`src/rtl/pe_mac_cell.sv`:
```
// Registered systolic MAC cell: double-buffered c1/c2, OS/WS dataflow, rounding shift, 1-cycle latency, no backpressure.
// Optional PE_SATURATE_EN: saturate all ACC_W-bit sums and the rounding reduction instead of wrapping.
module pe_mac_cell #(
   parameter int IN_W     = 8,
   parameter int ACC_W    = 20,
   parameter int ID_W     = 3,
   parameter int SHIFT_W  = 5,
   parameter int DATAFLOW = 2
) (
   input  logic               clk,
   input  logic               rst,
   input  logic               in_valid,
   input  logic [IN_W-1:0]    in_a,
   input  logic [ACC_W-1:0]   in_b,
   input  logic [ACC_W-1:0]   in_d,
   input  logic               in_dataflow,
   input  logic               in_propagate,
   input  logic [SHIFT_W-1:0] in_shift,
   input  logic [ID_W-1:0]    in_id,
   input  logic               in_last,
   output logic               out_valid,
   output logic [IN_W-1:0]    out_a,
   output logic [ACC_W-1:0]   out_b,
   output logic [ACC_W-1:0]   out_c,
   output logic               out_dataflow,
   output logic               out_propagate,
   output logic [SHIFT_W-1:0] out_shift,
   output logic [ID_W-1:0]    out_id,
   output logic               out_last,
   output logic               bad_dataflow
);

   localparam int PW = 2 * IN_W;
   typedef logic signed [ACC_W-1:0] acc_t;
   typedef logic signed [ACC_W:0]   wide_t;

   function automatic acc_t reduce(input wide_t s);
`ifdef PE_SATURATE_EN
      if (s[ACC_W] != s[ACC_W-1])
         return s[ACC_W] ? {1'b1, {(ACC_W-1){1'b0}}} : {1'b0, {(ACC_W-1){1'b1}}};
      return s[ACC_W-1:0];
`else
      return s[ACC_W-1:0];
`endif
   endfunction

   function automatic acc_t add_acc(input acc_t x, input acc_t y);
      wide_t s;
      s = wide_t'(x) + wide_t'(y);
      return reduce(s);
   endfunction

   // Product is formed at 2*IN_W bits, then sign-extended/truncated to ACC_W.
   function automatic acc_t mul(input logic signed [IN_W-1:0] a, input acc_t b);
      logic signed [PW-1:0] ae, be, p;
      ae = PW'(a);
      be = PW'(b);
      p  = ae * be;
      return ACC_W'(p);
   endfunction

   function automatic acc_t rnd(input acc_t x, input logic [SHIFT_W-1:0] s);
      wide_t t, bias;
      if (int'(s) >= ACC_W) return x[ACC_W-1] ? '1 : '0;
      bias = '0;
      if (s != '0) bias = wide_t'(1) << (s - SHIFT_W'(1));
      t = wide_t'(x) + bias;
      t = t >>> s;
      return reduce(t);
   endfunction

   logic               valid_q, valid_d;
   logic [IN_W-1:0]    a_q, a_d;
   acc_t               b_q, b_d, c_q, c_d, c1_q, c1_d, c2_q, c2_d;
   logic               df_q, df_d, prop_q, prop_d, last_q, last_d, bad_q, bad_d;
   logic [SHIFT_W-1:0] shift_q, shift_d;
   logic [ID_W-1:0]    id_q, id_d;
   logic               supported;

   always_comb begin
      valid_d   = in_valid;
      a_d       = a_q;
      b_d       = b_q;
      c_d       = c_q;
      c1_d      = c1_q;
      c2_d      = c2_q;
      df_d      = df_q;
      prop_d    = prop_q;
      shift_d   = shift_q;
      id_d      = id_q;
      last_d    = last_q;
      bad_d     = 1'b0;
      supported = (DATAFLOW == 2) || (DATAFLOW == int'(in_dataflow));
      if (in_valid) begin
         a_d     = in_a;
         b_d     = in_b;
         df_d    = in_dataflow;
         prop_d  = in_propagate;
         shift_d = in_shift;
         id_d    = in_id;
         last_d  = in_last;
         if (!supported) begin
            bad_d = 1'b1;
            c_d   = '0;
         end else if (!in_dataflow) begin
            if (in_propagate) begin
               c_d  = rnd(c1_q, in_shift);
               c2_d = add_acc(c2_q, mul(in_a, in_b));
               c1_d = in_d;
            end else begin
               c_d  = rnd(c2_q, in_shift);
               c1_d = add_acc(c1_q, mul(in_a, in_b));
               c2_d = in_d;
            end
         end else begin
            // WS: the idle buffer holds the stationary weight.
            if (in_propagate) begin
               c_d  = c1_q;
               b_d  = add_acc(in_b, mul(in_a, c2_q));
               c1_d = in_d;
            end else begin
               c_d  = c2_q;
               b_d  = add_acc(in_b, mul(in_a, c1_q));
               c2_d = in_d;
            end
         end
      end
   end

   always_ff @(posedge clk) begin
      if (rst) begin
         valid_q <= 1'b0;
         a_q     <= '0;
         b_q     <= '0;
         c_q     <= '0;
         c1_q    <= '0;
         c2_q    <= '0;
         df_q    <= 1'b0;
         prop_q  <= 1'b0;
         shift_q <= '0;
         id_q    <= '0;
         last_q  <= 1'b0;
         bad_q   <= 1'b0;
      end else begin
         valid_q <= valid_d;
         a_q     <= a_d;
         b_q     <= b_d;
         c_q     <= c_d;
         c1_q    <= c1_d;
         c2_q    <= c2_d;
         df_q    <= df_d;
         prop_q  <= prop_d;
         shift_q <= shift_d;
         id_q    <= id_d;
         last_q  <= last_d;
         bad_q   <= bad_d;
      end
   end

   assign out_valid     = valid_q;
   assign out_a         = a_q;
   assign out_b         = b_q;
   assign out_c         = c_q;
   assign out_dataflow  = df_q;
   assign out_propagate = prop_q;
   assign out_shift     = shift_q;
   assign out_id        = id_q;
   assign out_last      = last_q;
   assign bad_dataflow  = bad_q;

endmodule

```
`config.mk`:
```
export PLATFORM = sky130hd
export DESIGN_NAME = pe_mac_cell
export DESIGN_NICKNAME = d
export VERILOG_FILES = /design/src/rtl/pe_mac_cell.sv
export SDC_FILE = /design/constraint.sdc
export NUM_CORES = 1
export LEC_CHECK = 0
export ABC_AREA = 1
export CAP_MARGIN = 20
export CORE_MARGIN = 5
export CORE_UTILIZATION = 55
export DETAILED_ROUTE_END_ITERATION = 12
export GPL_TIMING_DRIVEN = 0
export PLACE_DENSITY_LB_ADDON = 0.25
export SLEW_MARGIN = 0
export SYNTH_ARGS = -nofsm -noshare
export SYNTH_HDL_FRONTEND = slang
export SYNTH_SLANG_ARGS = --single-unit
```
`constraint.sdc`:
```
create_clock -name clk -period 6.95 [get_ports clk]
set_input_delay 0.695 -clock clk [delete_from_list [all_inputs] [get_ports clk]]
set_output_delay 0.695 -clock clk [all_outputs]
set_load 0.01 [all_outputs]
```
# ---- Word level (Yosys, flattened, before mapping)
# Cells that the tools add are included.
dict set report word_totals {
  output_inout_bits 61
  register_bits 100
}
dict set report op_classes {
  n_addsub 7
  magnitude_cmp 1
  n_mul 3
  n_mux 33
  n_reduce_logical 3
  shifts 3
  eq_ne 2
}
# cell count
set ops {}
lappend ops {{two-way mux 20 bit} 17}
lappend ops {{two-way mux 21 bit} 9}
lappend ops {{adder 20 x 16 -> 20 bit} 4}
lappend ops {{multiplier 8 x 16 -> 16 bit} 3}
lappend ops {{adder 20 x 21 -> 21 bit} 2}
lappend ops {{>>> shifter 21 x 5 -> 20 bit} 2}
lappend ops {{left shift 1 x 5 -> 21 bit, first input constant} 1}
lappend ops {{two-way mux 1 bit} 7}
lappend ops {{greater-or-equal comparator 5 bit, second input constant} 1}
lappend ops {{nonzero test 5 bit} 1}
lappend ops {{subtractor 5 x 1 -> 5 bit, second input constant} 1}
lappend ops {{AND reduction 2 bit} 2}
lappend ops {{inequality test 2 x 1 -> 1 bit, second input constant} 1}
lappend ops {{inequality test 2 bit, second input constant} 1}

# ---- Longest topological paths before layout
dict set report logic_depth {
  ltp_word 14
  mapped_depth 43
}

# ---- Worst setup path after synthesis
# Ideal clock, no wire load.
dict set report synth_path {
  path_type {input to register}
  from {in in_a[3]}
  to {reg b_q[19], in the netlist out_b[19]}
  slack_ns 0.357
  cell_stages 39
  arrival_time_ns 6.484
  n_path_buf 2
  cell_sequence {clkbuf_1 clkbuf_1 nand2_1 fa_1 fa_1 inv_1 fa_1 inv_1 fa_1 inv_1 ha_1 a21o_1 a31oi_1 or2_2 nand2_1 a21oi_1 nor2_1 o21ai_0 [... 3 more ...] a21oi_1 xor2_1 nand2_1 nand2_1 inv_1 ha_1 a21oi_1 o21ai_0 a21oi_1 nand2_1 a31oi_1 inv_1 nand3_1 nand3_1 nand2_1 nand3_1 nand2_1 inv_1}
}
dict set report synth_via {
  elab_chain_cells 4
  elab_cells_between_ends 6
}
# item line
set synth_rtl {}
lappend synth_rtl {{start: declaration} 13} ;# input logic [IN_W-1:0] in_a,
lappend synth_rtl {{multiplier 8 x 16 -> 16 bit} 58} ;# p = ae * be;
lappend synth_rtl {{adder 20 x 16 -> 20 bit} 49} ;# s = wide_t'(x) + wide_t'(y);
lappend synth_rtl {{two-way mux 20 bit *} 117} ;# if (in_propagate) begin
lappend synth_rtl {{two-way mux 20 bit *} 105} ;# end else if (!in_dataflow) begin
lappend synth_rtl {{end signal: assignment} 134} ;# b_q <= '0;
lappend synth_rtl {{end signal: assignment} 147} ;# b_q <= b_d;
lappend synth_rtl {{end: declaration} 74} ;# acc_t b_q, b_d, c_q, c_d, c1_q, c1_d, c2_q, c2_d;
# Mark *: on every way between the ends. The rest lies on a longest branch, timed or not.
# A chain may end at the register's enable or synchronous reset.

# ---- Worst setup path after layout
dict set report layout_path {
  from {reg c1_q[0]}
  to {reg b_q[19], in the netlist out_b[19]}
}
dict set report layout_via {
  elab_chain_cells 4
}
# item line
set layout_rtl {}
lappend layout_rtl {{start: declaration} 74}
lappend layout_rtl {{start signal: assignment} 136} ;# c1_q <= '0;
lappend layout_rtl {{start signal: assignment} 149} ;# c1_q <= c1_d;
lappend layout_rtl {{multiplier 8 x 16 -> 16 bit} 58}
lappend layout_rtl {{adder 20 x 16 -> 20 bit} 49}
lappend layout_rtl {{two-way mux 20 bit} 117}
lappend layout_rtl {{two-way mux 20 bit} 105}
# Every way passes these cells.

==> results.txt <==
The number of placement rows came out at 73. The hold violation count in the final report is 0. The synthesized netlist devotes 12.58% of its cell area to compound gates. The maximum number of pins on one net before global-route repair came out at 19. OpenSTA, run right after detailed placement, puts the worst setup slack at -1.954 ns.

Leaving out fill and tap cells, the most frequent cell in the layout is nand2_1. The count of cells in the finished layout, fillers not included, comes to 4193. The clock insertion delay at the later pin of the skew report came out at 0.38 ns. The post-synth net total came out at 3973. The kind of launch point of the worst setup path is a flop.

The count of buffers added on input and output ports is 110. Summing all multi-input logic gate instances after layout gives 0.01653 mm^2. The total length of routed wires is 83880 um. The most numerous cell type found on the critical path is nand2_1. The worst hold margin is 0.4687 ns. The switching power total is 0.005080 W.

The switching power share of the total came out at 57.11%. The number of cells on the worst reg-to-reg path came out at 39. The area fraction in and, or, nand and nor cells after synthesis came out at 28.80%.

The final net count is 4117. The run finished with clean final reports. In this run, placement finished with an instance count of 4152.

The number of synthesized flops with an enable pin came out at 0. Among all flip-flop cells after synthesis, the most frequent one is dfxtp_1. The largest single stage delay on the critical path is 0.50 ns. The hold buffer count at CTS came out at 0. TritonCTS built the clock tree.

VDD sags by at most 0.4346 mV. The flop-to-flop setup slack is 0.22 ns. For hold timing, the worst endpoint is out_b[7]$_SDFFE_PP0P_. Data on the critical path is required at its endpoint by 7.24 ns. For this run, design rule violations remaining after detail routing come to 0. The H-tree level count is 3.

The fraction of layout instances using a drive strength above 1 is 5.701%. The netlist uses 52 different library cells. The half-perimeter wire length after detailed placement came out at 67540 um.

The area growth from synthesis to layout is 12.31%. The count of vias placed by the detailed router came out at 23.61k. The number of instances in the synthesized netlist is 3517.

The final-layout fill cell count is 3976. The normalized max-slew margin came out at 35.03%. The instance area after placement is 0.02358 mm^2. The synthesized netlist devotes 4.089% of its cell area to XOR and XNOR gates.

The root buffer selected by CTS is clkbuf_16. The startpoint identified for the worst register-to-register timing path is c1_q[0]$_SDFFE_PP0P_. The total standard cell area after synthesis is 0.02182 mm^2. The weighted congestion at the end of routability-driven global placement came out at 1.049. The max-capacitance violation count is 0. The fraction of the cycle the final worst path needs is 96.80%. The wire length of the first global-routing pass is 126800 um. The number of sinks handled by clock tree synthesis came out at 100.

The worst hold path depth came out at 2. In the layout the commonest cells are nand2_1, inv_1, nand3_1, a21oi_1, nor2_1. The setup path with the least slack is of type flop to flop. In this run the worst setup path begins at c1_q[0]$_SDFFE_PP0P_. For this run, the total global-route usage over all layers was measured as 37.14%.

The number of antenna violations at the first check in global routing came out at 4. The average wire per cell in the routed design came out at 20.01 um. The number of buffers created by CTS came out at 9.

The first TritonRoute pass finished after 7 iterations. The fraction of power consumed by sequential logic is 9.2%. The via count of the first global-routing pass is 22.78k.

By area, the combinational part of the netlist is dominated by adder cells. The endpoint identified for the worst register-to-register timing path is out_b[19]$_SDFFE_PP0P_. The placeable core region came out at 0.03946 mm^2.

Setup violations remaining at the end of the flow were counted as 0. The worst setup skew after layout came out at 0.01134 ns. The maximum clock frequency came out at 0.1486 GHz. The post-layout minimum cycle time came out at 6.728 ns. The register clock-pin slew on the reported worst setup and hold paths is 0.07 ns.

The worst setup path is captured at a flop. In this run the worst path has a maximum fanout of 9. The combinational fraction of design power is 84.4%. The utilization after layout is 62.10%.

The total of flip-flops plus latches after synthesis is 100. The number of vias per cell came out at 5.631. The max-slew violation count is 0.

The post-synthesis average cell area is 6.203 um^2. The die extent in y is 209.2 um. Measured along the x axis, the die boundary spans 209.2 um. The area enclosed by the die boundary came out at 0.04375 mm^2. The number of synthesis warnings came out at 0. The final global-route overflow total is 0. In the synthesized netlist, mux cells make up 0.1835% of the area. The critical path data arrival time came out at 7.01 ns. The number of nets still failing antenna checks after routing is 0. The highest-delay cell along the critical path is fa_1. The starting density of the core came out at 55.29%. The flip-flop and latch area is 0.002002 mm^2.

Counting along the longest clock path gives a buffer depth of 2. In this run the power density over the cells is 363.0 mW/mm^2. The hold path startpoint is out_b[7]$_SDFFE_PP0P_. The share of total power dissipated in the clock network is 6.3%. The fraction of the yosys area taken by sequential cells came out at 9.176%. The cell internal power dissipation is 0.003814 W.

The proportion of synthesized flip-flops having asynchronous set or reset came out at 0%. The I/O pin count came out at 123. The synthesized-area fraction occupied by adder cells came out at 29.06%. The final setup slack of the worst path is 0.2223 ns. The worst-margin pin slew is 0.9746 ns. The class of the tightest hold or removal check is flop to flop. After routing the design area is 0.02450 mm^2. The number of violations reported at the end of detailed-routing iteration 0 is 2633. In this run the static leakage power is 14.14 nW.
-- routing by layer --
layer  vias up  track usage, %  wire, um
met1     10860           45.34     31650
met4         0           24.48      7301
li1      11180               -         -
met3       334           5.975      7320
met2      1241           60.60     37610
met5         -               0         0
-- power groups by stage --
stage / sequential, W / combinational, W / clock (W)
2_1_floorplan: 0.000769 / 0.00503 / 0
3_3_place_gp: 0.000818 / 0.00672 / 0
3_5_place_dp: 0.000819 / 0.00677 / 0
4_1_cts: 0.000808 / 0.00699 / 0.000564
5_1_grt: 0.000821 / 0.00832 / 0.000587
6_report: 0.000822 / 0.00751 / 0.000563
-- Yosys cell counts, types with 18 or more instances --
cell type / count / share of area, %
xnor2_1: 42 / 1.7
nand2_1: 946 / 16
a31oi_1: 20 / 0.57
nand4_1: 18 / 0.52
ha_1: 206 / 12
dfxtp_1: 100 / 9.2
buf_1: 23 / 0.40
nand3_1: 282 / 6.5
buf_2: 24 / 0.55
a221oi_1: 23 / 0.92
fa_1: 188 / 17
inv_1: 751 / 13
o21ai_1: 25 / 0.57
o211ai_1: 31 / 1.1
clkbuf_1: 98 / 1.7
a21oi_1: 225 / 5.2
nor2_1: 200 / 3.4
o21ai_0: 121 / 2.8
xor2_1: 58 / 2.3
-- worst max-delay path: cells and delay by family (launching register included) --
kind / cells / cell delay (ns)
fa+ha+maj: 6 / 2.39
compound gates: 9 / 1.36
simple gates: 15 / 1.30
xor+xnor: 1 / 0.23
buf+inv: 8 / 0.90
flops: 1 / 0.43
-- worst max-delay path by stage --
stage,endpoint,cells after the start
floorplan,out_b[19]$_SDFFE_PP0P_,39
global placement,c1_q[19]$_SDFFE_PP0P_,34
detailed placement,c1_q[19]$_SDFFE_PP0P_,34
CTS,c1_q[19]$_SDFFE_PP0P_,36
global route,out_b[19]$_SDFFE_PP0P_,38
finish,out_b[19]$_SDFFE_PP0P_,39
-- flip-flops by register name, indices dropped and copies added (netlist names) --
name,flops
c1_q,20
c2_q,20
out_b,20
out_c,20
out_a,8
out_shift,5
out_id,3
out_dataflow,1
out_last,1
out_propagate,1
out_valid,1
-- logic make-up after synthesis --
kind of cell / Yosys count
buf+inv: 914
other cells: 1
mux: 4
flops: 100
simple gates: 1515
compound gates: 488
xor+xnor: 101
fa+ha+maj: 394
-- metrics by stage --
stage,power (W),TNS (ns)
5_1_grt,0.009730,-0.05324
3_3_place_gp,0.007533,-28.98
4_1_cts,0.008367,0
2_1_floorplan,0.005801,0
3_5_place_dp,0.007585,-29.92
6_report,0.008894,0
-- cell type report --
type                    instances  area share (%)
plain buffers                 155           3.488
clock inverters                 6          0.3268
inverters                     758           11.61
flip-flops and latches        100           8.170
clock buffers                  10          0.9753
well taps                     525           2.681
diodes                          2         0.02042
multi-input cells            2503           67.46
repair buffers                134           5.270
-- what timing repair did --
| action | 4_1_cts | 5_1_grt |
|---|---|---|
| pin swaps | 7 | 18 |
| buffers inserted | 5 | 16 |
| gates resized for setup | 78 | 118 |
| gates cloned | 0 | 3 |
| setup endpoints to repair | 25 | 11 |
| endpoints found under the hold margin | 0 | 0 |
Power figures use the tool's default switching activity.
